### src/rtl/en_tick_gen_pkg.sv
// en_tick_gen_pkg
//   Shared definitions for the clock-enable strobe generator.
//   - state_t : FSM state encoding (IDLE/RUN/SINGLE); 2'd3 is unused and
//               is steered back to IDLE by the FSM default branch.
//   - default widths for the period counter and the tick counter.
package en_tick_gen_pkg;

    typedef enum logic [1:0] {
        ST_IDLE   = 2'd0,
        ST_RUN    = 2'd1,
        ST_SINGLE = 2'd2
    } state_t;

    localparam int CNT_W_DEF  = 4;
    localparam int TICK_W_DEF = 8;

endpackage

### src/rtl/en_tick_gen_mod_down_counter.sv
// mod_down_counter
//   Loadable down-counter used to time the gap between enable strobes.
//   Ports:
//     clk, reset  : system clock, synchronous active-high reset (cnt -> 0)
//     load        : load load_val this edge (takes priority over dec)
//     dec         : decrement by one this edge
//     load_val    : value loaded on load
//     zero        : count currently equals zero
module mod_down_counter #(
    parameter int W = 4
) (
    input  logic         clk,
    input  logic         reset,
    input  logic         load,
    input  logic         dec,
    input  logic [W-1:0] load_val,
    output logic         zero
);

    logic [W-1:0] cnt;

    always_ff @(posedge clk) begin
        if (reset)
            cnt <= '0;
        else if (load)
            cnt <= load_val;
        else if (dec)
            cnt <= cnt - 1'b1;
    end

    assign zero = (cnt == '0);

endmodule

### src/rtl/en_tick_gen.sv
// en_tick_gen
//   Programmable clock-enable strobe generator. Emits a one-cycle en pulse
//   every P clocks in continuous mode, or a single pulse on request.
//   Ports:
//     clk, reset  : system clock, synchronous active-high reset
//     start       : enter continuous mode (accepted in IDLE only)
//     stop        : return to IDLE from RUN/SINGLE, suppressing any pulse due
//     single      : request one pulse (accepted in IDLE only, start wins)
//     period      : strobe period, 0 treated as 1, latched on accept
//     en          : registered one-cycle enable strobe
//     busy        : high while not IDLE
//     tick_count  : pulses issued since reset, wraps
module en_tick_gen
    import en_tick_gen_pkg::*;
#(
    parameter int CNT_W  = CNT_W_DEF,
    parameter int TICK_W = TICK_W_DEF
) (
    input  logic              clk,
    input  logic              reset,
    input  logic              start,
    input  logic              stop,
    input  logic              single,
    input  logic [CNT_W-1:0]  period,
    output logic              en,
    output logic              busy,
    output logic [TICK_W-1:0] tick_count
);

    state_t             state;
    logic [CNT_W-1:0]   p_q;
    logic [CNT_W-1:0]   p_eff;
    logic [CNT_W-1:0]   cnt_load_val;
    logic               cnt_load;
    logic               cnt_dec;
    logic               cnt_zero;

    // A zero period would never fire; run it as period 1.
    assign p_eff = (period == '0) ? {{(CNT_W-1){1'b0}}, 1'b1} : period;

    // Counter control: reload on accept and on every expiry, otherwise count
    // down. stop freezes the counter; its value is reloaded on the next accept.
    always_comb begin
        cnt_load     = 1'b0;
        cnt_dec      = 1'b0;
        cnt_load_val = p_eff - 1'b1;
        case (state)
            ST_IDLE: begin
                if (start || single)
                    cnt_load = 1'b1;
            end
            ST_RUN, ST_SINGLE: begin
                if (!stop) begin
                    if (cnt_zero) begin
                        cnt_load     = 1'b1;
                        cnt_load_val = p_q - 1'b1;
                    end else begin
                        cnt_dec = 1'b1;
                    end
                end
            end
            default: ;
        endcase
    end

    mod_down_counter #(.W(CNT_W)) u_cnt (
        .clk      (clk),
        .reset    (reset),
        .load     (cnt_load),
        .dec      (cnt_dec),
        .load_val (cnt_load_val),
        .zero     (cnt_zero)
    );

    always_ff @(posedge clk) begin
        if (reset) begin
            state      <= ST_IDLE;
            p_q        <= {{(CNT_W-1){1'b0}}, 1'b1};
            en         <= 1'b0;
            tick_count <= '0;
        end else begin
            en <= 1'b0;
            case (state)
                ST_IDLE: begin
                    if (start) begin
                        state <= ST_RUN;
                        p_q   <= p_eff;
                    end else if (single) begin
                        state <= ST_SINGLE;
                        p_q   <= p_eff;
                    end
                end
                ST_RUN, ST_SINGLE: begin
                    if (stop) begin
                        state <= ST_IDLE;
                    end else if (cnt_zero) begin
                        en         <= 1'b1;
                        tick_count <= tick_count + 1'b1;
                        // single-shot drops busy on the same edge en rises
                        if (state == ST_SINGLE)
                            state <= ST_IDLE;
                    end
                end
                default: state <= ST_IDLE;
            endcase
        end
    end

    assign busy = (state != ST_IDLE);

endmodule
### config.mk
export PLATFORM = sky130hd
export DESIGN_NAME = en_tick_gen
export DESIGN_NICKNAME = d
export VERILOG_FILES = /design/src/rtl/en_tick_gen_pkg.sv /design/src/rtl/en_tick_gen_mod_down_counter.sv /design/src/rtl/en_tick_gen.sv
export SDC_FILE = /design/constraint.sdc
export NUM_CORES = 1
export LEC_CHECK = 0
export CAP_MARGIN = 20
export CORE_ASPECT_RATIO = 0.9
export CORE_MARGIN = 4
export CORE_UTILIZATION = 45
export CTS_BUF_LIST = sky130_fd_sc_hd__clkbuf_16
export DETAILED_ROUTE_END_ITERATION = 12
export GPL_TIMING_DRIVEN = 0
export PLACE_DENSITY_LB_ADDON = 0.15
export RECOVER_POWER = 100
export REMOVE_ABC_BUFFERS = 1
export SYNTH_ARGS = -nofsm -noshare
export SYNTH_HDL_FRONTEND = slang
export SYNTH_SLANG_ARGS = --single-unit
### constraint.sdc
create_clock -name clk -period 3.8 [get_ports clk]
set_input_delay 0.38 -clock clk [delete_from_list [all_inputs] [get_ports clk]]
set_output_delay 0.38 -clock clk [all_outputs]
set_load 0.02 [all_outputs]
==> results of run 1 <==
-- cells in the final DEF, fill, tap and decap left out, drive strengths merged, types with 2 or more instances in the layout --
cell type	n
a211o	2
a211oi	7
a21o	2
a21oi	12
clkbuf	3
clkdlybuf4s50	7
dfxtp	19
dlygate4sd3	11
ha	7
inv	10
nand2	6
nand2b	3
nand3	7
nand4	2
nor2	14
nor3	7
nor4	3
o21ai	5
o31ai	3
or3b	3
xnor2	5
xor2	2
-- sequential cells by signal, indices dropped and copies added (netlist names) --
name	cells
tick_count	8
en	1
state	2
u_cnt.cnt	4
p_q	4
-- critical path: cells and delay by family --
| family | cells | cell delay (ns) |
|---|---|---|
| AO/OA/AOI/OAI | 4 | 1.77 |
| buffers and inverters | 1 | 0.59 |
-- power groups by stage --
stage	Sequential, W	Clock (W)	Combinational [W]
finish	0.000237	0.000217	0.000167
global route	0.000238	0.000233	0.000187
CTS	0.000236	0.000224	0.000185
detailed placement	0.000240	0	0.000184
global placement	0.000239	0	0.000180
floorplan	0.000238	0	0.000133
-- cells by family after synthesis --
family                     after synthesis  share of synthesized area (%)
muxes                                    1                          0.872
and+or+nand+nor                         50                           26.5
DFF                                     19                           33.2
buffers and inverters                   15                           5.67
adders and majority gates                7                           7.63
AOI/OAI and AO/OA                       34                           20.8
xor gates and xnor gates                 7                           5.34
-- final cells by class --
type	count	share of cell area (%)
Clock buffer	3	5.50
Clock inverter	1	0.367
Inverter	10	2.75
Multi-Input combinational cell	99	47.8
Sequential cell	19	27.9
Tap cell	28	2.57
Timing Repair Buffer	18	13.2
-- metal layers --
metal  track usage, %  part of all wire (%)  up-vias  wire length [um]
met4             4.64                   1.5        0                38
met3             4.64                   3.4        6                85
li1                 -                     -      511                 -
met2             23.0                    44       15              1120
met1             21.1                    51      476              1270
met5                0                     0        -                 0
-- worst max path at each step --
stage | from | end | slack (ns)
2_1_floorplan | state[1]$_SDFFE_PP0P_ | tick_count[4]$_SDFFE_PP0P_ | 1.95
3_3_place_gp | stop | tick_count[4]$_SDFFE_PP0P_ | 1.53
4_1_cts | state[1]$_SDFFE_PP0P_ | tick_count[4]$_SDFFE_PP0P_ | 1.52
5_1_grt | start | u_cnt.cnt[3]$_SDFFE_PP0P_ | 1.08
3_5_place_dp | stop | tick_count[4]$_SDFFE_PP0P_ | 1.48
6_report | start | u_cnt.cnt[3]$_SDFFE_PP0P_ | 1.22
-- per-stage QoR --
stage / util, % / hold WS (ns) / instance area (sq um)
after floorplan: - / 0.438 / 1120
after global placement: 54.6 / 0.460 / 1340
after detailed placement: 54.6 / 0.466 / 1340
after CTS: 57.9 / 0.473 / 1420
after global routing: 55.8 / 0.493 / 1370
final: 55.8 / 0.476 / 1370
==> metrics.md, run 1 <==
| Metric | Value |
|---|---|
| Post-synth EDFFs | 0 |
| Seq pwr share | 38.1% |
| Worst min-delay path class | flip-flop to flip-flop |
| Commonest cells post-synth | dfxtp_1, nor2_1, a21oi_1 |
| Routed Antenna Nets | 0 |
| Final hold violation count | 0 |
| Setup Skew | 0.00305 ns |
| Reg2Reg Setup Slack | 1.48 ns |
| Startpoint types | input port |
| Total GRT Usage | 15.5% |
| Root buffer cell | clkbuf_16 |
| Worst slew pin tran | 1.06 ns |
| Fillers | 249 |
| Share of layout cells above drive strength 1 | 5.33% |
| Worst flop-to-flop path startpoint | state[1]$_SDFFE_PP0P_ |
| Count leader, synth | dfxtp_1 |
| Yosys warns | 0 |
| Final #Nets | 167 |
| Psw | 0.000193 W |
| Register area share after synthesis | 33.2% |
| DP Wirelength | 1830 um |
| Dpl ws | 1.48 ns |
| Yosys top cell area share | 33.2% |
| Worst R2R Path Depth | 6 |
| Asr flop ratio synth | 0% |
| VDD IR max | 0.392 mV |
| Overall Power | 0.000620 W |
| Later-pin clock latency in the skew report | 0.25 ns |
| CP max stage delay | 0.84 ns |
| ANT cells | 0 |
| Min Clock Period, post-route | 2.58 ns |
| Slowest-stage cell, CP | o21ai_0 |
| Setup Buffers After CTS | 0 |
| Hold-fix buffers at CTS | 0 |
| Hold-critical path depth | 2 |
| Core ar. | 2450 sq um |
| Library cells used by synthesis | 36 |
| Max-slew violations | 0 |
| Worst Hold Launch | p_q[3]$_SDFFE_PP0P_ |
| Status | finished, final reports clean |
| Final setup fails | 0 |
| Area leader, netlist | dfxtp_1 |
| CP endpoint kind | flip-flop |
| # port buffers | 18 |
| Setup TNS | 0 ns |
| Final period util | 67.9% |
| Crit-path max FO | 9 |
| Final Non-Filler Cells | 178 |
| Area of the multi-input gates | 652 sq um |
| Mapped Avg Cell Area | 8.63 sq um |
| Layout area overhead | 19.0% |
| Hold Path End | p_q[3]$_SDFFE_PP0P_ |
| Internal power | 0.000427 W |
| WP data required | 3.97 ns |
| Vias in the first global route | 974 |
| Arrival time at the worst endpoint | 2.75 ns |
| Synth top area cells | dfxtp_1, ha_1, a21oi_1, a211oi_1, nor2_1 |
| DR WL/cell | 14.1 um |
| Sw Share | 31.2% |
| Via count | 1008 |
| Final Wtd Congestion | 0.786 |
| First-pass GRT wire length | 4200 um |
| Cell total after placement | 174 |
| Initial antenna violation count | 0 |
| Mapped cell area | 1150 sq um |
| RSZ-0062 raised after global routing | no |
| Power Density | 454 nW/um^2 |
| Top_reg_cell synth | dfxtp_1 |
| H-tree depth | 1 |
| Top achievable clock speed | 388 MHz |
| Inserted Clock Buffers | 3 |
| Reg-to-Reg End | tick_count[4]$_SDFFE_PP0P_ |
| Comb pwr share | 26.9% |
| Cell Chain, Critical Path | dlygate4sd3_1 > o21ai_0 > o22ai_1 > a311o_1 > o31ai_2 |
| Clk buf depth | 2 |
| Die area | 3420 sq um |
| Pre-antenna DRT Iters | 4 |
| Post-Synthesis Cells | 133 |
| Post-CTS Resized | 0 |
| CTS clock-pin slew for the worst setup and hold paths | 0.05 ns |
| Grt total ovfl | 0 |
| Worst setup path class | input port to flip-flop |
| Flops & latches, synth | 19 |
| Reg area | 380 sq um |
| Initial Utilization | 46.9% |
| Final wirelength | 2510 um |
| Number of top-level pins | 19 |
| Largest net degree at the start of global routing | 21 |
| # rows | 17 |
| CTS sink count | 19 |
| Max-slew headroom | 28.3% |
| Clk network pwr share | 35.0% |
| Initial DRC Count | 47 |
| Worst setup margin | 1.22 ns |
| Die width | 61.2 um |
| Die Span Y | 55.9 um |
| Max_cap viols | 0 |
| TritonCTS clock tree | built |
| Drc violations | 0 |
| Static leakage | 0.531 nW |
| Vias/cell | 5.66 |
Power figures use the tool's default switching activity.
==> run 2, diff against run 1 <==
==> constraint.sdc (replaced) <==
create_clock -name clk -period 2.2 [get_ports clk]
set_input_delay 0.22 -clock clk [delete_from_list [all_inputs] [get_ports clk]]
set_output_delay 0.22 -clock clk [all_outputs]
set_load 0.02 [all_outputs]
==> run 2 against run 1 <==
Effect of this change:
- first-iteration DRC count up 38%
- hold slack worse by 0.0013 ns
- sequential cell count unchanged
- via count up 2.0%
- critical path depth up 1
- global-route usage unchanged
- clock power up 74%
- final area up 1.2%
- power up 76%
- register-to-register slack worse by 1.3 ns
==> metrics.md, run 2 (synthesized netlist as in run 1, its figures left out) <==
| Metric | Value |
|---|---|
| Most common cell after layout, fill and taps aside | dfxtp_1 |
| Power Density | 789 nW/um^2 |
| WP data required | 2.37 ns |
| Grt total ovfl | 0 |
| # port buffers | 18 |
| DR WL/cell | 14.2 um |
| First-pass GRT wire length | 4200 um |
| Final #Nets | 167 |
| CTS clock-pin slew for the worst setup and hold paths | 0.06 ns |
| Layout area overhead | 20.4% |
| Max-slew violations | 0 |
| # rows | 17 |
| Static leakage | 0.535 nW |
| Initial Utilization | 46.9% |
| Worst setup margin | 0.159 ns |
| Initial DRC Count | 65 |
| Inserted Clock Buffers | 3 |
| Die width | 61.2 um |
| Slowest-stage cell, CP | nor2b_2 |
| Arrival time at the worst endpoint | 2.21 ns |
| Worst setup path class | flip-flop to flip-flop |
| CP endpoint kind | flip-flop |
| TritonCTS clock tree | built |
| DP Wirelength | 1830 um |
| Number of top-level pins | 19 |
| Initial antenna violation count | 0 |
| Worst min-delay path class | flip-flop to flip-flop |
| Final hold violation count | 0 |
| Cell Chain, Critical Path | inv_1 > ha_1 > nor2b_2 > nand4_1 > or3b_1 > a21oi_1 |
| Share of layout cells above drive strength 1 | 6.67% |
| Max reg flops | 8 |
| Via count | 1028 |
| Final wirelength | 2530 um |
| Routed Antenna Nets | 0 |
| Die Span Y | 55.9 um |
| Final Wtd Congestion | 0.786 |
| Max_cap viols | 0 |
| RSZ-0062 raised after global routing | no |
| Clk buf depth | 2 |
| Total GRT Usage | 15.5% |
| Pre-antenna DRT Iters | 4 |
| Core ar. | 2450 sq um |
| CP delay by family, top | simple AND/OR/NAND/NOR gates |
| Final setup fails | 0 |
| Vias/cell | 5.78 |
| Min Clock Period, post-route | 2.04 ns |
| Max-slew headroom | 46.1% |
| ANT cells | 0 |
| Dpl ws | -0.0531 ns |
| Top achievable clock speed | 490 MHz |
| Root buffer cell | clkbuf_16 |
| Vias in the first global route | 974 |
| Hold-fix buffers at CTS | 0 |
| Largest registers | tick_count (8), p_q (4), u_cnt.cnt (4) |
| Buf/Inv on CP | 1 |
| Status | finished, final reports clean |
| CTS sink count | 19 |
| Final design utilization | 56.5% |
| VDD IR max | 0.683 mV |
| Drc violations | 0 |
| Final period util | 92.8% |
| Startpoint types | flip-flop |
| H-tree depth | 1 |
| Die area | 3420 sq um |
| Most frequent cells in the layout | dfxtp_1, nor2_1, a21oi_1 |
| Later-pin clock latency in the skew report | 0.25 ns |
| Crit-path max FO | 11 |
| Fillers | 245 |
| CP max stage delay | 0.42 ns |
| Reg with most FFs | tick_count |
| Largest net degree at the start of global routing | 21 |
| Setup Skew | 0.00271 ns |
| Worst slew pin tran | 0.803 ns |
[run 2: cell types whose count changed in the layout (fill, tap and decap cells not counted), sizes merged]
| cell | delta |
|---|---|
| dlygate4sd3 | -1 |
| clkdlybuf4s50 | +1 |
[run 2: path summary, 6_finish.rpt]
| kind | from | end | slack, ns | cells after the start |
|---|---|---|---|---|
| worst min-delay path | p_q[3]$_SDFFE_PP0P_ | p_q[3]$_SDFFE_PP0P_ | 0.47 | 2 |
| worst max register to register | state[1]$_SDFFE_PP0P_ | tick_count[4]$_SDFFE_PP0P_ | 0.16 | 6 |
| worst max-delay path | state[1]$_SDFFE_PP0P_ | tick_count[4]$_SDFFE_PP0P_ | 0.16 | 6 |
| worst min register to register | p_q[3]$_SDFFE_PP0P_ | p_q[3]$_SDFFE_PP0P_ | 0.47 | 2 |
[run 2: metrics by stage]
stage / power (W) / area [sq um] / TNS, ns / std cells / hold WS (ns)
2_1_floorplan: 0.000642 / 1120 / 0 / 128 / 0.289
3_3_place_gp: 0.000724 / 1340 / 0 / 174 / 0.460
3_5_place_dp: 0.000732 / 1340 / -0.0755 / 174 / 0.466
4_1_cts: 0.00112 / 1420 / 0 / 178 / 0.473
5_1_grt: 0.00115 / 1380 / 0 / 178 / 0.493
6_report: 0.00109 / 1380 / 0 / 178 / 0.475
[run 2: layout make-up]
cell class	count	area [sq um]	share of cell area [%]
tap	28	35.0	2.54
sequential	19	380	27.5
clock buffer	3	75.1	5.43
multi-input combinational	99	668	48.4
timing repair buffer	18	180	13.0
clock inverter	1	5.00	0.362
inverter	10	37.5	2.72
[run 2: worst min-delay path, cell delays in order, from the launching register on]
cell	delay, ns
dfxtp_1	0.32
nand2_1	0.05
a21oi_1	0.05
[run 2: metal layers]
| layer | vias up | track usage (%) | wire length (um) |
|---|---|---|---|
| met5 | - | 0 | 0 |
| met4 | 0 | 4.64 | 38 |
| met1 | 482 | 21.1 | 1260 |
| li1 | 515 | - | - |
| met2 | 25 | 23.0 | 1130 |
| met3 | 6 | 4.64 | 107 |
[run 2: timing repair]
item                                    4_1_cts  5_1_grt
endpoints found under the setup margin        2        0
setup buffers                                 0        0
resized for setup                             1        0
[run 2: power breakdown]
part	leakage, nW	internal (W)	switching [W]
clock network	0.0409	0.000244	0.000134
registers	0.155	0.000375	0.0000344
logic	0.339	0.000126	0.000177
total	0.535	0.000745	0.000345
==> run 3, diff against run 2 <==
--- a/config.mk
+++ b/config.mk
@@ -8,7 +8,7 @@
 export CAP_MARGIN = 20
 export CORE_ASPECT_RATIO = 0.9
 export CORE_MARGIN = 4
-export CORE_UTILIZATION = 45
+export CORE_UTILIZATION = 56
 export CTS_BUF_LIST = sky130_fd_sc_hd__clkbuf_16
 export DETAILED_ROUTE_END_ITERATION = 12
 export GPL_TIMING_DRIVEN = 0
==> constraint.sdc (replaced) <==
create_clock -name clk -period 2.56 [get_ports clk]
set_input_delay 0.256 -clock clk [delete_from_list [all_inputs] [get_ports clk]]
set_output_delay 0.256 -clock clk [all_outputs]
set_load 0.02 [all_outputs]
==> run 3 against run 2 <==
Effect of this change:
- utilization increased by 15 points
- hold slack improved by 0.0012 ns
- clock power decreased by 16%
- critical path type is now input port to flip-flop
- largest power group unchanged
==> metrics.md, run 3 (synthesized netlist as in run 1, its figures left out) <==
| Metric | Value |
|---|---|
| Setup TNS | 0 ns |
| H-tree depth | 1 |
| DP Wirelength | 1780 um |
| Top achievable clock speed | 431 MHz |
| GRT met1 Usage | 21.3% |
| Total GRT Usage | 17.7% |
| Startpoint types | input port |
| Die Span Y | 50.9 um |
| DR WL/cell | 14.0 um |
| Max-slew violations | 0 |
| CTS clock-pin slew for the worst setup and hold paths | 0.05 ns |
| Inserted Clock Buffers | 3 |
| Pre-antenna DRT Iters | 4 |
| Setup Buffers After CTS | 0 |
| Via count | 1037 |
| Vias in the first global route | 950 |
| Min Clock Period, post-route | 2.32 ns |
| CTS sink count | 19 |
| Worst setup path class | input port to flip-flop |
| Final #Nets | 167 |
| Worst slew pin tran | 1.16 ns |
| WP data required | 2.73 ns |
| Largest net degree at the start of global routing | 21 |
| Post-CTS Resized | 0 |
| Final Non-Filler Cells | 175 |
| Largest registers | tick_count (8), p_q (4), u_cnt.cnt (4) |
| Max_cap viols | 0 |
| Initial DRC Count | 28 |
| Final hold violation count | 0 |
| ANT cells | 0 |
| Initial antenna violation count | 0 |
| Share of layout cells above drive strength 1 | 6.00% |
| Core ar. | 1930 sq um |
| Cell total after placement | 171 |
| Number of top-level pins | 19 |
| Setup Skew | 0.00209 ns |
| Hold-critical path depth | 2 |
| CP max stage delay | 0.92 ns |
| Final design utilization | 71.1% |
| First-pass GRT wire length | 4030 um |
| Drc violations | 0 |
| TritonCTS clock tree | built |
| Die area | 2840 sq um |
| Later-pin clock latency in the skew report | 0.25 ns |
| Routed Antenna Nets | 0 |
| RSZ-0062 raised after global routing | no |
| # rows | 15 |
| Arrival time at the worst endpoint | 2.49 ns |
| Met2 GRT Util | 31.9% |
| Worst R2R Path Depth | 6 |
| Power Density | 675 nW/um^2 |
| Slowest-stage cell, CP | o21ai_0 |
| Met3 Use GR | 4.55% |
| Final wirelength | 2450 um |
| Clk buf depth | 2 |
| Cell Chain, Critical Path | dlygate4sd3_1 > o21ai_0 > o22ai_4 > a311o_1 > o31ai_2 |
| Hold-fix buffers at CTS | 0 |
| Vias/cell | 5.93 |
| Max reg flops | 8 |
| CP endpoint kind | flip-flop |
| Layout area overhead | 19.8% |
| Final setup fails | 0 |
| Root buffer cell | clkbuf_16 |
| Static leakage | 0.535 nW |
| Most frequent cells in the layout | dfxtp_1, nor2_1, a21oi_1 |
| Die width | 55.7 um |
| Crit-path max FO | 9 |
| Worst min-delay path class | flip-flop to flip-flop |
| Status | finished, final reports clean |
| VDD IR max | 0.729 mV |
| Grt total ovfl | 0 |
| Max-slew headroom | 21.8% |
| Busiest layer in global routing | met2 |
| Initial Utilization | 59.4% |
| Final Wtd Congestion | 0.783 |
| Most common cell after layout, fill and taps aside | dfxtp_1 |
| Final period util | 90.6% |
| # port buffers | 18 |
| Reg with most FFs | tick_count |
## run 3: metal layers
layer / part of all wire, % / routed length (um)
met1: 45 / 1100
met2: 48 / 1170
met3: 6.4 / 156
met4: 1.1 / 27
met5: 0 / 0
## run 3: path summary, 6_finish.rpt
check / startpoint / endpoint / slack (ns)
setup / recovery: single / u_cnt.cnt[3]$_SDFFE_PP0P_ / 0.24
hold reg to reg: p_q[3]$_SDFFE_PP0P_ / p_q[3]$_SDFFE_PP0P_ / 0.48
setup reg to reg: state[1]$_SDFFE_PP0P_ / tick_count[4]$_SDFFE_PP0P_ / 0.27
hold / removal: p_q[3]$_SDFFE_PP0P_ / p_q[3]$_SDFFE_PP0P_ / 0.48
## run 3: final cells by class
| class | instances | area [sq um] |
|---|---|---|
| multi-input cells | 99 | 666 |
| flip-flops and latches | 19 | 380 |
| clock inverters | 1 | 5.00 |
| inverters | 10 | 37.5 |
| clock buffers | 3 | 75.1 |
| well taps | 25 | 31.3 |
| fillers | 157 | 558 |
| repair buffers | 18 | 180 |
## run 3: power by group
group | switching [W] | internal (W)
sequential | 0.0000289 | 0.000322
clock | 0.000109 | 0.000209
combinational | 0.000152 | 0.000108
total | 0.000289 | 0.000639
## run 3: through the flow
step | hold WS, ns | setup slack (ns) | area [sq um] | power (W)
6_report | 0.476 | 0.241 | 1380 | 0.000929
4_1_cts | 0.475 | 0.319 | 1410 | 0.000948
5_1_grt | 0.518 | 0.0526 | 1380 | 0.000974
3_3_place_gp | 0.458 | 0.453 | 1330 | 0.000619
2_1_floorplan | 0.325 | 0.714 | 1120 | 0.000551
3_5_place_dp | 0.468 | 0.379 | 1330 | 0.000627
## run 3: critical path, delay by kind of cell
kind / cells / cell delay, ns
buffers and inverters: 1 / 0.58
AOI/OAI and AO/OA: 4 / 1.65
